`src/rtl/impl_monitor_pkg.sv`:
```
// -----------------------------------------------------------------------------
// impl_monitor_pkg
// Shared definitions for the implication monitor:
//   mon_state_e  - monitor verdict state (CLEAN until the first violation)
//   DELAY_MIN/MAX - legal range of the antecedent-to-consequent distance
// -----------------------------------------------------------------------------
package impl_monitor_pkg;

    typedef enum logic {
        CLEAN  = 1'b0,
        FAILED = 1'b1
    } mon_state_e;

    localparam int DELAY_MIN = 1;
    localparam int DELAY_MAX = 16;

endpackage : impl_monitor_pkg

```
`src/rtl/obligation_pipe.sv`:
```
// -----------------------------------------------------------------------------
// obligation_pipe
// Shift register of outstanding obligations. A qualified trigger enters at
// bit 0 and reaches the MSB exactly DELAY cycles later (the check cycle).
//
// Ports:
//   CLK      in   sole clock, rising edge
//   RESET    in   synchronous active-high reset
//   clear    in   synchronous soft clear (drops every obligation)
//   trigger  in   qualified antecedent (enable & antecedent)
//   due      out  an obligation is being checked this cycle
//   pending  out  at least one obligation is outstanding
// -----------------------------------------------------------------------------
module obligation_pipe #(
    parameter int DELAY = 1
) (
    input  logic CLK,
    input  logic RESET,
    input  logic clear,
    input  logic trigger,
    output logic due,
    output logic pending
);

    logic [DELAY-1:0] pipe;

    // NOTE: sequential state uses non-blocking assignments so every bit of the
    // shift register samples the value its neighbour held before the edge.
    always_ff @(posedge CLK) begin
        if (RESET || clear) begin
            // NOTE: this register holds live obligations, so it must be
            // cleared; a stale bit would report a violation nobody triggered.
            pipe <= '0;
        end else begin
            pipe[0] <= trigger;
            for (int i = 1; i < DELAY; i++) begin
                pipe[i] <= pipe[i-1];
            end
        end
    end

    assign due     = pipe[DELAY-1];
    assign pending = |pipe;

endmodule : obligation_pipe

```
`src/rtl/implication_monitor.sv`:
```
// -----------------------------------------------------------------------------
// implication_monitor
// Run-time checker for  antecedent |-> ##DELAY consequent.
// Overlapping obligations are checked independently; violations are flagged
// (registered one-cycle pulse), counted (saturating) and the first one is
// timestamped with a free-running cycle counter.
//
// Parameters:
//   DELAY  cycles between trigger and check (1..16)
//   CNT_W  width of the failure counter
//   TS_W   width of the cycle counter / first-failure timestamp
//
// Ports:
//   CLK            in   sole clock, rising edge
//   RESET          in   synchronous active-high reset
//   enable         in   qualifies new obligations only
//   antecedent     in   property trigger
//   consequent     in   value checked DELAY cycles after a qualified trigger
//   clear          in   synchronous soft clear of all monitor state
//   fail           out  one-cycle pulse per violated obligation
//   fail_sticky    out  high from the first violation until RESET/clear
//   fail_count     out  saturating violation count
//   first_fail_ts  out  cycle counter value at the check of the first violation
//   pending        out  at least one obligation outstanding
//
// Build option: define IMPL_MONITOR_SVA_EN to add a simulation-only concurrent
// assertion of the same property and an elaboration check on DELAY.
// -----------------------------------------------------------------------------
module implication_monitor
    import impl_monitor_pkg::*;
#(
    parameter int DELAY = 1,
    parameter int CNT_W = 8,
    parameter int TS_W  = 16
) (
    input  logic             CLK,
    input  logic             RESET,
    input  logic             enable,
    input  logic             antecedent,
    input  logic             consequent,
    input  logic             clear,
    output logic             fail,
    output logic             fail_sticky,
    output logic [CNT_W-1:0] fail_count,
    output logic [TS_W-1:0]  first_fail_ts,
    output logic             pending
);

    mon_state_e      state;
    mon_state_e      state_next;
    logic            capture_ts;
    logic            trigger;
    logic            due;
    logic            violation;
    logic [TS_W-1:0] ts;

    assign trigger   = enable & antecedent;
    assign violation = due & ~consequent;

    obligation_pipe #(
        .DELAY (DELAY)
    ) u_pipe (
        .CLK     (CLK),
        .RESET   (RESET),
        .clear   (clear),
        .trigger (trigger),
        .due     (due),
        .pending (pending)
    );

    always_ff @(posedge CLK) begin
        if (RESET || clear) begin
            state <= CLEAN;
        end else begin
            state <= state_next;
        end
    end

    // NOTE: every signal written here gets a default first, so no path through
    // the case leaves it unassigned and no latch is inferred.
    always_comb begin
        state_next = state;
        capture_ts = 1'b0;
        case (state)
            CLEAN: begin
                if (violation) begin
                    state_next = FAILED;
                    capture_ts = 1'b1;
                end
            end
            FAILED:  state_next = FAILED;
            default: state_next = CLEAN;
        endcase
    end

    assign fail_sticky = (state == FAILED);

    // Clear outranks a same-cycle violation, so it is simply dropped here.
    always_ff @(posedge CLK) begin
        if (RESET || clear) begin
            ts            <= '0;
            fail          <= 1'b0;
            fail_count    <= '0;
            first_fail_ts <= '0;
        end else begin
            ts   <= ts + TS_W'(1);
            fail <= violation;
            if (violation && (fail_count != {CNT_W{1'b1}})) begin
                fail_count <= fail_count + CNT_W'(1);
            end
            if (capture_ts) begin
                first_fail_ts <= ts;
            end
        end
    end

`ifdef IMPL_MONITOR_SVA_EN
    if ((DELAY < DELAY_MIN) || (DELAY > DELAY_MAX)) begin : g_delay_range
        $error("implication_monitor: DELAY=%0d outside %0d..%0d",
               DELAY, DELAY_MIN, DELAY_MAX);
    end

    a_implication: assert property (
        @(posedge CLK) disable iff (RESET || clear)
        enable && antecedent |-> ##DELAY consequent
    );
`else
`endif

endmodule : implication_monitor

```
`config.mk`:
```
export PLATFORM = sky130hd
export DESIGN_NAME = implication_monitor
export DESIGN_NICKNAME = d
export VERILOG_FILES = /design/src/rtl/impl_monitor_pkg.sv /design/src/rtl/obligation_pipe.sv /design/src/rtl/implication_monitor.sv
export SDC_FILE = /design/constraint.sdc
export NUM_CORES = 1
export LEC_CHECK = 0
export CORE_ASPECT_RATIO = 0.8
export CORE_MARGIN = 8
export CORE_UTILIZATION = 35
export CTS_BUF_LIST = sky130_fd_sc_hd__clkbuf_4
export CTS_CLUSTER_DIAMETER = 30
export DETAILED_ROUTE_END_ITERATION = 7
export GPL_TIMING_DRIVEN = 1
export PLACE_DENSITY = 0.61
export SLEW_MARGIN = 20
export SYNTH_ARGS = -nofsm -noshare
export SYNTH_HDL_FRONTEND = slang
export SYNTH_SLANG_ARGS = --single-unit
```
`constraint.sdc`:
```
create_clock -name CLK -period 2.2 [get_ports CLK]
set_input_delay 0.55 -clock CLK [delete_from_list [all_inputs] [get_ports CLK]]
set_output_delay 0.55 -clock CLK [all_outputs]
set_load 0.05 [all_outputs]
```
==> run summary, run 1 <==
status = complete, no violations
Max Cap Violations = 0
Setup crit end kind = primary output
number of global-route vias before repair = 1443
DRT antenna net count = 0
crit-path max cell delay = 0.83 ns
mean post-synth cell area = 8.66 um2
CTS resizes = 0
Ys Warns = 0
area grow syn2layout = 27.7%
DRC violation count after routing = 0
PortBufs = 32
type of the worst setup path = flop to primary output
deepest clock path buffer count = 2
Yosys cell types = 41
Tcrit/Tclk final = 0.973
crit-path cells = clkdlybuf4s50_1
clock sinks = 43
core area = 5060 um2
Clock Latency Late Sink = 0.35 ns
worst hold path class = flop to flop
Leak = 0.850 nW
Antenna Cells = 0
Pre-antenna DRT Iters = 4
Final TNS setup = 0 ns
largest net degree at the start of global routing = 20
Synth top area share = 0.465
Top Family by Delay on Critical Path = buffers and inverters
Yosys reg bits = 43
GR Overflow Total = 0
clock-pin slew on the worst setup and hold paths = 0.13 ns
pins over their slew limit = 0
Cell Count, Final, Fillers Out = 313
drt first-iter violations = 73
number of flops mapped to enable cells by yosys = 0
setup ws final = 0.0599 ns
largest cells by area after synthesis = dfxtp_1, nand2_1, a21oi_1
Final Skew = 0.0103 ns
Worst-Margin Slew = 0.518 ns
global-route wire length before repair = 7090 um
share of layout cells above drive strength 1 = 0.104
RSZ-0062 raised after global routing = no
pre-CTS WS = 0.175 ns
# setup viols final = 0
Startpoint Class = flop
placed insts = 305
post-detail-place hpwl = 2920 um
Die X = 97.4 um
dominant cell type by area after synthesis = dfxtp_1
Seq/Total Area, Yosys = 0.465
Synth Instances = 214
PD cells = 618 nW/um2
ys async rst share = 0
GPL Wtd Cong = 0.766
clock root cell = clkbuf_4
Post-Syn Area = 1850 um2
drt wl/cell = 13.5 um
die height = 81.1 um
list of most frequent post-synthesis cells = nand2_1, dfxtp_1, a21oi_1
Starting Density = 0.366
most frequent cell after synthesis = nand2_1
routed wire length = 4240 um
Crit Path Max Fanout = 4
number of fill cells = 510
hold slack = 0.461 ns
Worst VDD drop = 0.314 mV
I/O Pins = 33
Worst EP required = 1.65 ns
initial antenna violation count = 0
via count = 1602
top_reg_cell synth = dfxtp_1
critical path arrival = 1.59 ns
fmax = 467 MHz
Rel. slew slack = 0.653
Syn Nets = 222
CTS tree = done
global-route usage over all layers = 0.107
Num CTS Buffers = 5
Die ar. = 7890 um2
Hold Fails Final Rpt = 0
hold buffers post-CTS = 0
H-tree Lvls = 2
Buf/Inv on CP = 1
CP max-delay cell = clkdlybuf4s50_1
Final nets = 258
Final min period = 2.14 ns
Rows = 23
postcts setup bufs = 0
Via density = 5.12
[cell usage in the layout, fill, tap and decap left out, drive strengths merged, types with 2 or more instances in the layout]
cell           synthesis  final
o21bai                 2      2
nand3                  7      7
dfxtp                 43     43
inv                    5      5
nor4                   5      5
buf                    5     11
a211oi                 3      3
nand3b                 2      2
or4                    4      4
o31ai                  3      3
and3                   4      4
bufinv                 0      2
xor2                   2      2
a41oi                  2      2
ha                     2      2
nand4                  6      6
o21ai                  4      4
a21oi                 25     25
nor3                   2      2
or3                    6      6
and2                   3      3
clkdlybuf4s50          0     25
nor2                   8      8
dlymetal6s2s           0      4
and4                   2      2
clkbuf                 6      6
nand2                 45     45
mux2i                  6      6
[metrics by stage]
step | area [um2] | power [mW] | utilization
after floorplan | 1850 | 0.828 | -
final | 2370 | 1.46 | 0.467
after global routing | 2370 | 1.51 | 0.467
after CTS | 2360 | 1.47 | 0.465
after global placement | 2250 | 0.853 | 0.444
after detailed placement | 2250 | 0.853 | 0.444
[power by group]
part	leakage (nW)	internal, mW	switching (mW)
combinational	0.447	0.0218	0.0284
clock	0.0559	0.367	0.261
sequential	0.347	0.781	0.00385
total	0.850	1.17	0.293
[registers in the layout, summed over array words and instances, names as in the netlist]
signal	flops
u_pipe.due	1
ts	16
first_fail_ts	16
fail	1
fail_sticky	1
fail_count	8
[kinds of logic after synthesis]
kind of cell / count (synthesis) / synth area share
flip-flops: 43 / 0.465
AO/OA/AOI/OAI: 43 / 0.140
adder cells (fa/ha/maj): 2 / 0.0135
AND/OR/NAND/NOR: 101 / 0.296
XOR/XNOR: 3 / 0.0142
buffers and inverters: 16 / 0.0385
multiplexers: 6 / 0.0324
[layer usage]
layer	vias to the layer above	part of all wire	GRT usage
li1	829	-	-
met1	724	0.53	0.145
met2	44	0.39	0.153
met3	5	0.071	0.0441
met4	0	0.0097	0.0317
met5	-	0	0
[cell type report]
cell class / instances / area, um2 / share of cell area
Multi-Input combinational cell: 155 / 921 / 0.389
Clock buffer: 6 / 45.0 / 0.0190
Timing Repair Buffer: 40 / 383 / 0.162
Tap cell: 62 / 77.6 / 0.0328
Clock inverter: 2 / 60.1 / 0.0254
Sequential cell: 43 / 861 / 0.364
Inverter: 5 / 18.8 / 0.00793
[final timing paths]
kind / start / to / slack [ns] / cells past startpoint
max: fail_sticky / fail_sticky / 0.06 / 1
min: first_fail_ts[9] / first_fail_ts[9] / 0.46 / 2
max reg2reg: ts[0] / ts[12] / 0.57 / 4
min reg2reg: first_fail_ts[9] / first_fail_ts[9] / 0.46 / 2
No activity file was read; power rests on OpenSTA's default activity.
==> run 2: changes to the inputs <==
--- a/config.mk
+++ b/config.mk
@@ -12,6 +12,7 @@
 export CTS_CLUSTER_DIAMETER = 30
 export DETAILED_ROUTE_END_ITERATION = 7
 export GPL_TIMING_DRIVEN = 1
+export HOLD_SLACK_MARGIN = 0.12
 export PLACE_DENSITY = 0.61
 export SLEW_MARGIN = 20
 export SYNTH_ARGS = -nofsm -noshare
==> results of run 2 <==
Same layout as run 1: the final DEF is identical, and so are final timing and power.
